--- config.mk ---
export PLATFORM = sky130hd
export DESIGN_NAME = alu_flat
export DESIGN_NICKNAME = d
export VERILOG_FILES = /design/src/rtl/alu_if.sv /design/src/rtl/alu.sv /design/src/flat_wrapper.sv
export SDC_FILE = /design/constraint.sdc
export NUM_CORES = 1
export LEC_CHECK = 0
export ABC_AREA = 1
export BUFFER_PORTS_ARGS = -buffer_cell sky130_fd_sc_hd__buf_2
export CAP_MARGIN = 20
export CORE_ASPECT_RATIO = 0.9
export CORE_MARGIN = 8
export CORE_UTILIZATION = 54
export DETAILED_ROUTE_END_ITERATION = 6
export PLACE_DENSITY = 0.9
export SLEW_MARGIN = 40
export SYNTH_ARGS = -nofsm -noshare
export SYNTH_HDL_FRONTEND = slang
export SYNTH_SLANG_ARGS = --single-unit
--- constraint.sdc ---
create_clock -name clk -period 6.9 [get_ports clk]
set_clock_uncertainty 0.2 [all_clocks]
set_input_delay 1.38 -clock clk [delete_from_list [all_inputs] [get_ports clk]]
set_output_delay 1.38 -clock clk [all_outputs]
set_load 0.05 [all_outputs]
--- src/rtl/alu_if.sv ---
// Operand/result bundle for the registered adder: x/y in, sum and status flags out.
interface alu_if #(
  parameter int WIDTH = 16
);
  logic [WIDTH-1:0] x;
  logic [WIDTH-1:0] y;
  logic [WIDTH-1:0] sum;
  logic             sign;
  logic             zero;
  logic             carry;
  logic             parity;
  logic             overflow;

  modport master (
    output x, y,
    input  sum, sign, zero, carry, parity, overflow
  );

  modport slave (
    input  x, y,
    output sum, sign, zero, carry, parity, overflow
  );
endinterface

--- src/rtl/alu.sv ---
// Registered two's-complement adder; sum and all status flags load together every edge.
module alu #(
  parameter int WIDTH = 16
) (
  input  logic  clk,
  input  logic  rst,
  alu_if.slave  bus
);
  localparam int MSB = WIDTH - 1;

  logic [WIDTH:0]   w_full;
  logic [WIDTH-1:0] w_sum;
  logic             w_overflow;

  logic [WIDTH-1:0] r_sum;
  logic             r_sign;
  logic             r_zero;
  logic             r_carry;
  logic             r_parity;
  logic             r_overflow;

  always_comb begin
    w_full     = {1'b0, bus.x} + {1'b0, bus.y};
    w_sum      = w_full[WIDTH-1:0];
    // Signed overflow: operands share a sign that the result does not.
    w_overflow = (bus.x[MSB] & bus.y[MSB] & ~w_sum[MSB]) |
                 (~bus.x[MSB] & ~bus.y[MSB] & w_sum[MSB]);
  end

  // Flags are cleared directly on reset, not derived from the cleared sum.
  always_ff @(posedge clk) begin
    if (rst) begin
      r_sum      <= '0;
      r_sign     <= 1'b0;
      r_zero     <= 1'b0;
      r_carry    <= 1'b0;
      r_parity   <= 1'b0;
      r_overflow <= 1'b0;
    end else begin
      r_sum      <= w_sum;
      r_sign     <= w_sum[MSB];
      r_zero     <= (w_sum == '0);
      r_carry    <= w_full[WIDTH];
      r_parity   <= ~^w_sum;
      r_overflow <= w_overflow;
    end
  end

  assign bus.sum      = r_sum;
  assign bus.sign     = r_sign;
  assign bus.zero     = r_zero;
  assign bus.carry    = r_carry;
  assign bus.parity   = r_parity;
  assign bus.overflow = r_overflow;
endmodule

--- src/flat_wrapper.sv ---
// flat-port wrapper written by rule: the top's interface ports become plain ports
module alu_flat 
#(
  parameter int WIDTH = 16
)
  (clk, rst, bus_x, bus_y, bus_sum, bus_sign, bus_zero, bus_carry, bus_parity, bus_overflow);
  alu_if #(.WIDTH(WIDTH)) bus_i ();
  input  logic clk;
  input  logic rst;
  input wire logic [$bits(bus_i.x)-1:0] bus_x;
  input wire logic [$bits(bus_i.y)-1:0] bus_y;
  output wire logic [$bits(bus_i.sum)-1:0] bus_sum;
  output wire logic [$bits(bus_i.sign)-1:0] bus_sign;
  output wire logic [$bits(bus_i.zero)-1:0] bus_zero;
  output wire logic [$bits(bus_i.carry)-1:0] bus_carry;
  output wire logic [$bits(bus_i.parity)-1:0] bus_parity;
  output wire logic [$bits(bus_i.overflow)-1:0] bus_overflow;
  assign bus_i.x = bus_x;
  assign bus_i.y = bus_y;
  assign bus_sum = bus_i.sum;
  assign bus_sign = bus_i.sign;
  assign bus_zero = bus_i.zero;
  assign bus_carry = bus_i.carry;
  assign bus_parity = bus_i.parity;
  assign bus_overflow = bus_i.overflow;
  alu #(.WIDTH(WIDTH)) u_core (.clk(clk), .rst(rst), .bus(bus_i));
endmodule
Yosys cells after proc, flatten, opt, wreduce, memory -nomap -nowiden
Cells that the tools add are included.
{"block": "totals", "word_cells": 17, "in_bits": 34, "reg_bits": 21, "output_inout_bits": 21}
{"block": "classes", "n_reduce_logical": 2, "n_bitwise": 8, "add_sub_neg": 1}
{"cell": "16-bit by 16-bit adder with 17-bit output", "n": 1}
{"cell": "16-bit logical NOT", "n": 1}
{"cell": "16-bit XNOR reduction", "n": 1}
{"cell": "1-bit AND", "n": 4}
{"cell": "1-bit inverter", "n": 3}
{"cell": "1-bit bitwise OR", "n": 1}

Longest topological paths before layout
Gate-level depths: netlist of the first run.
{"block": "depth", "ltp_word": 4, "depth_mapped": 19, "mapped_depth_nobuf": 19}

Least setup slack after synthesis of the first run
Ideal clock, no wire load.
{"block": "synth_path", "path_kind": "input-to-reg", "startpoint": "input bus_y[0]", "endpoint": "register u_core.r_parity (netlist: u_core.bus.parity)", "path_buffers": 0, "t_arrival_ps": 3554, "path_slack_ps": 3031, "required_ps": 6585, "path_stages": 18, "setup_time_ps": 115, "cell_sequence": "ha_1 -> inv_1 -> fa_1 -> inv_1 -> nand2_1 -> nand3_2 -> inv_1 -> o21bai_2 -> nand2_1 -> nand2_1 -> xor2_2 -> ha_1 -> xnor2_1 -> xnor2_1 -> xnor2_1 -> inv_1 -> a21oi_1 -> nor2_1"}
{"block": "synth_between", "elab_chain_len": 2}
{"item": "start, declared", "line": "flat_wrapper.sv:11", "text": "input wire logic [$bits(bus_i.y)-1:0] bus_y;"}
{"item": "16-bit by 16-bit adder with 17-bit output", "line": "alu.sv:23", "text": "w_full = {1'b0, bus.x} + {1'b0, bus.y};"}
{"item": "16-bit XNOR reduction", "line": "alu.sv:44", "text": "r_parity <= ~^w_sum;"}
{"item": "end signal, assigned", "line": "alu.sv:44"}
{"item": "end, declared", "line": "alu.sv:19", "text": "logic r_parity;"}
Every way passes these cells.
A chain may end at the register's enable or synchronous reset.

Worst setup path in the final report of the first run
Same ends and word-level chain as after synthesis.

==> results.json, run 1 <==
{
  "crit_required_ps": 6890,
  "postLayoutCoreUtil_pct": 69.03,
  "yosysUniqueCellTypes": 24,
  "share_seq_of_total_power_pct": 28.4,
  "cts_tree": "built",
  "wire_per_inst_microns": 10.18,
  "synth_area_leader_cell": "dfxtp_1",
  "yosysWarningCount": 0,
  "ys_ff_latch": 20,
  "hold_buffers": 0,
  "synthFlopType": "dfxtp_1",
  "hold_class": "in2reg",
  "worstSetupPathType": "in2reg",
  "cap_violations": 0,
  "area_delta_synth_final_pct": 21.67,
  "start_util_pct": 56.74,
  "die_h_microns": 66.98,
  "cts.reportedPaths.clkPinSlew_ps": 90,
  "final-setup-viol-count": 0,
  "p_sw_share_pct": 43.67,
  "place.gp.congestion": 0.8045,
  "cp-end-kind": "flip-flop",
  "synth.most_common_cell": "nand2_1",
  "die_w_microns": 72.64,
  "start_kind": "input port",
  "min_period_ps": 3835,
  "core_sq_um": 2748,
  "setup_slack_ps": 3065,
  "synthArstFlopShare_pct": 0,
  "p_clk_share_pct": 13.0,
  "antenna_found_initial": 0,
  "synth_top_area_share_pct": 25.68,
  "grt-busiest-layer": "met2",
  "grt_pass1_wl_microns": 5347,
  "powerDensity_nw_per_um2": 250.0,
  "p_switching_uw": 207.1,
  "holdPathEnd": "u_core.bus.sum[5]",
  "place_ws_ps": 2762,
  "cts-root-buf": "clkbuf_4",
  "cts_buffers": 3,
  "syn_inst": 216,
  "grtUsageMet1_pct": 17.70,
  "fmax_mhz": 260.8,
  "synth_edf_count": 0,
  "grt_pass1_vias": 1286,
  "min_from": "rst",
  "timing.critical_path.fanout_max": 4,
  "io_buffers": 54,
  "drc": 0,
  "syn_area_per_cell_sq_um": 7.218,
  "grt.total_usage_pct": 13.30,
  "peakVddDrop_v": 0.0001252,
  "ant_nets": 0,
  "vias_per_cell": 4.662,
  "io_pins": 55,
  "grt_max_degree": 19,
  "dr.first_iter.drc_count": 81,
  "dp_hpwl_microns": 2861,
  "antennaDiodeCount": 0,
  "htree_levels": 1,
  "cts_resized": 0,
  "outcome": "complete, no violations",
  "grt_util_met3_pct": 2.699,
  "seq_area_frac_synth_pct": 25.68,
  "drv_slew": 0,
  "syn_area_sq_um": 1559,
  "use_met2_pct": 20.54,
  "dr.pass1.iters": 4,
  "ys_top_cells_by_count": "nand2_1 (49), inv_1 (32), ha_1 (24), nor2_1 (24), dfxtp_1 (20)",
  "dieArea_sq_um": 4865,
  "fin_crit_sh_pct": 55.58,
  "worstMarginPinSlew_ps": 334.6,
  "power_frac_comb_pct": 58.5,
  "drive_gt1_share_pct": 26.57,
  "vias": 1450,
  "post_cts_buffers": 0,
  "grt_setup_unrepaired": "no",
  "setup_tns_ps": 0,
  "fin_nets": 331,
  "relSlewSlack_pct": 77.69,
  "grt-ovfl-total": 0,
  "p_int_uw": 267.2,
  "synth_nets": 275,
  "holdPathStages": 2,
  "ys_top_cells_by_area": "dfxtp_1 (26%), ha_1 (19%), nand2_1 (12%), inv_1 (7.7%), xnor2_1 (6.2%)",
  "fin_hold_ws_ps": 1239,
  "worstPathArrival_ps": 3820,
  "clock_sinks": 20,
  "clk_path_buf_depth": 2,
  "hold_violations": 0,
  "wl_microns": 3166,
  "p_leak_uw": 0.001100,
  "rows": 18
}
## worst max-delay path by stage
| stage | start | to | cells past startpoint |
|---|---|---|---|
| final | bus_y[0] | u_core.bus.parity | 19 |
| after global routing | bus_y[0] | u_core.bus.parity | 19 |
| after CTS | bus_y[0] | u_core.bus.parity | 19 |
| after detailed placement | bus_y[0] | u_core.bus.parity | 19 |
| after global placement | bus_y[0] | u_core.bus.parity | 19 |
| after floorplan | bus_y[0] | u_core.bus.parity | 18 |
## area by class of cell
type                            instances  area [sq um]
Multi-Input combinational cell        161          1020
Inverter                               32         120.1
Tap cell                               40         50.05
Timing Repair Buffer                   54         270.3
Clock buffer                            4         36.28
Sequential cell                        20         400.4
Fill cell                             245         850.8
## kinds of logic after synthesis
group	after synthesis	share of synthesized area [%]
simple gates	102	28.73
buf+inv	35	8.908
fa+ha+maj	25	20.55
flops	20	25.68
compound gates	17	6.099
xor+xnor	17	10.03
## registers in the layout (all words and copies together) (netlist names)
| signal | cells |
|---|---|
| u_core.bus.carry | 1 |
| u_core.bus.overflow | 1 |
| u_core.bus.sum | 15 |
| u_core.bus.parity | 1 |
| u_core.bus.sign | 1 |
| u_core.bus.zero | 1 |
## layer usage
layer	part of all wire, %	up-vias
met1	49	603
met3	7.3	6
li1	-	787
met5	0	-
met4	1.3	0
met2	42	54
## placed cells by master (no fill, tap or decap)
cell	netlist	layout
nand4_1	2	2
or2_1	1	1
and2_1	1	1
nand3_1	11	11
o21bai_2	1	1
nor3_1	1	1
clkbuf_4	0	3
a31oi_1	3	3
nor2_2	1	1
and3_1	1	1
nor2_1	24	24
xor2_2	1	1
inv_1	32	32
buf_2	0	54
xor2_1	5	5
dfxtp_1	20	20
o21ai_0	1	1
ha_1	24	24
nand3_2	2	2
nand2_1	49	49
fa_1	1	1
xnor2_1	11	11
nand2_2	9	9
a21oi_1	12	12
clkbuf_8	0	1
## power by group through the flow
stage,Combinational [uW],Clock [uW],Sequential (uW)
floorplan,168,0,195
global placement,268,0,137
detailed placement,278,0,138
CTS,279,62.7,135
global route,308,67.3,137
finish,278,61.9,135
## per-stage QoR
step                      total power (uW)  instances  area [sq um]
after floorplan                      363.0        216          1559
after global placement               405.3        307          1861
after detailed placement             415.4        307          1861
after CTS                            476.9        311          1897
after global routing                 511.9        311          1897
final                                474.3        311          1897
## critical path: stages
cell      delay (ps)
buf_2             80
ha_1             170
inv_1             60
fa_1             390
inv_1             90
nand2_1           60
nand3_2           90
inv_1             60
o21bai_2         140
nand2_1           70
nand2_1           90
xor2_2           170
ha_1             260
xnor2_1          170
xnor2_1          150
xnor2_1          130
inv_1             80
a21oi_1          130
nor2_1            60
No activity file was read; power rests on OpenSTA's default activity.
==> run 2: changes to the inputs <==
CORE_UTILIZATION = 50   (was 54)
PLACE_DENSITY = 0.84   (was 0.9)
clock period = 3.75 ns   (was 6.9 ns; I/O delays follow)
==> run 2 against run 1 <==
  * Non-clock buffer count unchanged
  * Clock-buffer cell count decreased by 1
  * Combinational power increased by 84%
  * Sequential share of layout area increased by 0.13 points
  * Power increased by 80%
  * Setup slack got worse by 2600 ps
  * Routed wire length about the same
  * Cell count increased by 0.32%
  * Sequential power increased by 84%
==> results.json, run 2 (synthesized netlist as in run 1, its figures left out) <==
{
  "outcome": "complete, no violations",
  "drv_slew": 0,
  "worstSetupPathType": "in2reg",
  "cts_buffers": 3,
  "ant_nets": 0,
  "setup_tns_ps": 0,
  "crit_required_ps": 3740,
  "area_delta_synth_final_pct": 20.95,
  "holdPathEnd": "u_core.bus.sum[0]",
  "dr.first_iter.drc_count": 90,
  "vias": 1434,
  "nFillCells": 301,
  "hold_buffers": 0,
  "min_period_ps": 3289,
  "setup_slack_ps": 461.3,
  "worstMarginPinSlew_ps": 333.0,
  "worstPathArrival_ps": 3280,
  "fin_area_sq_um": 1886,
  "share_seq_of_total_power_pct": 29.1,
  "met1_length_microns": 1519,
  "wl_microns": 3163,
  "multi_input_area_sq_um": 1020,
  "cts-root-buf": "clkbuf_4",
  "holdPathStages": 4,
  "fin_crit_sh_pct": 87.70,
  "highest_layer": "met4",
  "grt-ovfl-total": 0,
  "io_buffers": 54,
  "antennaDiodeCount": 0,
  "drc": 0,
  "rows": 19,
  "post_dp_cell_area_sq_um": 1863,
  "grt_pass1_vias": 1277,
  "largest_reg_flops": 15,
  "p_leak_uw": 0.001093,
  "grt_setup_unrepaired": "no",
  "fin_nets": 331,
  "io_pins": 55,
  "cts_tree": "built",
  "clock_sinks": 20,
  "die_w_microns": 74.86,
  "dr.pass1.iters": 4,
  "place.gp.congestion": 0.7706,
  "start_util_pct": 51.64,
  "p_sw_share_pct": 44.96,
  "dr_wl_met2_microns": 1385,
  "grt_pass1_wl_microns": 5216,
  "total_power_uw": 852.1,
  "regArea_sq_um": 400.4,
  "core_sq_um": 3019,
  "min_from": "bus_x[0]",
  "peakVddDrop_v": 0.0001940,
  "wire_per_inst_microns": 10.14,
  "cap_violations": 0,
  "relSlewSlack_pct": 77.80,
  "cts_resized": 0,
  "power_frac_comb_pct": 60.0,
  "place_ws_ps": 161.3,
  "htree_levels": 1,
  "start_kind": "input port",
  "grt_max_degree": 19,
  "post_cts_buffers": 0,
  "p_clk_share_pct": 10.8,
  "final-setup-viol-count": 0,
  "layout_common_cells": "buf_2 (54), nand2_1 (49), inv_1 (32)",
  "hold_class": "in2reg",
  "timing.critical_path.fanout_max": 4,
  "grt.total_usage_pct": 12.85,
  "powerDensity_nw_per_um2": 451.9,
  "fmax_mhz": 304.1,
  "cp-end-kind": "flip-flop",
  "wl_met3_microns": 217,
  "hold_violations": 0,
  "dieArea_sq_um": 5163,
  "p_int_uw": 469.0,
  "clk_path_buf_depth": 2,
  "p_switching_uw": 383.2,
  "vias_per_cell": 4.596,
  "drive_gt1_share_pct": 26.30,
  "layout_commonest_cell": "buf_2",
  "dp_hpwl_microns": 2833,
  "cts.reportedPaths.clkPinSlew_ps": 90,
  "antenna_found_initial": 0,
  "die_h_microns": 68.98
}
-- run 2: through the flow --
stage,std cells,utilization [%],hold WS (ps)
final,312,62.45,599.1
after global routing,312,62.45,596.8
after CTS,312,62.45,593.9
after detailed placement,309,61.71,903.7
after global placement,309,61.71,893.6
after floorplan,216,-,761.1
-- run 2: how the worst max path moves through the flow --
| stage | depth (start not counted) | from | end |
|---|---|---|---|
| floorplan | 18 | bus_y[0] | u_core.bus.parity |
| global placement | 19 | bus_y[0] | u_core.bus.parity |
| detailed placement | 19 | bus_y[0] | u_core.bus.parity |
| CTS | 19 | bus_y[0] | u_core.bus.parity |
| global route | 19 | bus_x[0] | u_core.bus.parity |
| finish | 19 | bus_y[0] | u_core.bus.parity |
-- run 2: final cells by class --
type / instances / share of cell area, %
tap: 42 / 2.787
multi-input combinational: 161 / 54.08
inverter: 32 / 6.370
clock buffer: 3 / 1.194
sequential: 20 / 21.23
timing repair buffer: 54 / 14.33
-- run 2: power groups by stage --
stage	combinational [uW]	sequential, uW	clock [uW]
floorplan	309	359	0
global placement	495	253	0
detailed placement	511	254	0
CTS	512	249	96.1
global route	563	252	108
finish	512	248	92.3
-- run 2: critical path, stage by stage --
cell	delay, ps
buf_2	80
ha_1	160
inv_1	60
fa_1	390
inv_1	110
nand2_1	80
nand3_2	100
inv_1	60
o21bai_2	140
nand2_1	70
nand2_1	100
xor2_2	160
ha_1	250
xnor2_1	190
xnor2_1	160
xnor2_1	140
inv_1	80
a21oi_1	150
nor2_1	60
-- run 2: per-layer routing --
metal / vias up / GRT usage (%)
met5: - / 0
met1: 601 / 17.07
met4: 0 / 7.317
li1: 788 / -
met2: 42 / 19.50
met3: 3 / 1.734
==> run 3: changes to the inputs <==
CORE_ASPECT_RATIO = unset   (was 0.9)
==> run 3 against run 2 <==
  * Setup slack better by 120 ps
  * First-iteration DRC count fell by 43%
  * Via count down 0.98%
  * Critical path depth is 1 higher
  * Flip-flop and latch count stayed put
  * Fmax rose by 3.8%
  * Cell area up 0.13%
  * Clock power grew 26%
  * Power up 2.1%
  * Largest power group unchanged
  * Cell count shrank 2.6%
  * Die area about the same
  * Worst hold slack lost 0.80 ps
  * Critical path type unchanged
==> results.json, run 3 (synthesized netlist as in run 1, its figures left out) <==
{
  "p_sw_share_pct": 43.57,
  "layout_commonest_cell": "buf_2",
  "wl_microns": 3059,
  "power_frac_comb_pct": 58.2,
  "dp_cells": 300,
  "worstSetupStartpoint": "bus_y[0]",
  "clock_sinks": 20,
  "timing.critical_path.fanout_max": 4,
  "io_buffers": 54,
  "p_switching_uw": 378.9,
  "cts_tree": "built",
  "grt.total_usage_pct": 12.10,
  "outcome": "complete, no violations",
  "cap_violations": 0,
  "share_seq_of_total_power_pct": 28.5,
  "die_h_microns": 71.84,
  "fin_crit_sh_pct": 84.51,
  "stdcell_count": 304,
  "fin_hold_ws_ps": 598.3,
  "drv_slew": 0,
  "powerDensity_nw_per_um2": 460.6,
  "rows": 20,
  "dp_hpwl_microns": 2800,
  "dr.first_iter.drc_count": 51,
  "drive_gt1_share_pct": 26.57,
  "p_leak_uw": 0.001100,
  "io_pins": 55,
  "grt-ovfl-total": 0,
  "setup_slack_ps": 580.9,
  "hold_class": "in2reg",
  "clk_path_buf_depth": 2,
  "fmax_mhz": 315.5,
  "vias": 1420,
  "drc": 0,
  "peakVddDrop_v": 0.0001886,
  "total_power_uw": 869.7,
  "critical_path_buf_inv_count": 5,
  "cp_slowest_stage_delay_ps": 400,
  "cts-root-buf": "clkbuf_4",
  "grt_pass1_vias": 1288,
  "setup_tns_ps": 0,
  "wire_per_inst_microns": 10.06,
  "p_int_uw": 490.8,
  "cts_buffers": 3,
  "htree_levels": 1,
  "dieArea_sq_um": 5161,
  "final-setup-viol-count": 0,
  "start_kind": "input port",
  "min_from": "rst",
  "grt_max_degree": 19,
  "post_cts_buffers": 0,
  "crit_required_ps": 3780,
  "grt_setup_unrepaired": "no",
  "start_util_pct": 51.92,
  "cp-end-kind": "flip-flop",
  "hold_buffers": 0,
  "critPathTopFamily": "adder cells",
  "layout_common_cells": "buf_2 (54), nand2_1 (49), inv_1 (32)",
  "grt_pass1_wl_microns": 5195,
  "place_ws_ps": 258.4,
  "crit_chain": "buf_2 -> ha_1 -> inv_1 -> fa_1 -> inv_1 -> nand2_1 -> nand3_2 -> inv_1 -> o21bai_2 -> nand2_1 -> nand2_1 -> xor2_2 -> ha_1 -> xnor2_1 -> xnor2_1 -> xnor2_1 -> inv_1 -> nand3_2 -> nand2_1 -> nor2_1",
  "cts_resized": 0,
  "hold_violations": 0,
  "worstMarginPinSlew_ps": 309.9,
  "dr.pass1.iters": 4,
  "antennaDiodeCount": 0,
  "die_w_microns": 71.84,
  "cts.reportedPaths.clkPinSlew_ps": 90,
  "p_clk_share_pct": 13.4,
  "worstSetupPathType": "in2reg",
  "slowest_stage": "fa_1",
  "largest_reg_flops": 15,
  "core_sq_um": 3003,
  "min_period_ps": 3169,
  "ant_nets": 0,
  "relSlewSlack_pct": 79.34,
  "place.gp.congestion": 0.7632,
  "worstPathArrival_ps": 3200,
  "vias_per_cell": 4.671,
  "fin_nets": 331,
  "antenna_found_initial": 0,
  "area_delta_synth_final_pct": 21.11
}
-- run 3: cell count changes in the layout (fill, tap and decap cells not counted) --
cell      change
clkbuf_8      +1
-- run 3: worst paths after layout --
| check | endpoint | cells after the start | slack, ps |
|---|---|---|---|
| max | u_core.bus.parity | 20 | 580 |
| min | u_core.bus.sum[1] | 2 | 600 |
-- run 3: layer usage --
metal | wire, microns | vias to the layer above | global-route usage [%]
met1 | 1451 | 584 | 14.18
met4 | 47 | 0 | 4.762
met5 | 0 | - | 0
li1 | - | 791 | -
met3 | 256 | 5 | 3.766
met2 | 1304 | 40 | 19.94
-- run 3: final cells by class --
type	instances	area [sq um]
clock buffers	4	36.28
fillers	253	1115
inverters	32	120.1
multi-input cells	161	1020
flip-flops and latches	20	400.4
well taps	33	41.29
repair buffers	54	270.3
-- run 3: metrics by stage --
stage	util [%]	cell area, sq um
global placement	61.67	1852
CTS	62.88	1888
global route	62.88	1888
detailed placement	61.67	1852
finish	62.88	1888
floorplan	-	1559
-- run 3: power by group through the flow --
stage | combinational (uW) | clock [uW] | sequential (uW)
2_1_floorplan | 309 | 0 | 359
3_5_place_dp | 509 | 0 | 253
5_1_grt | 553 | 128 | 250
6_report | 506 | 116 | 248
3_3_place_gp | 494 | 0 | 253
4_1_cts | 509 | 120 | 248
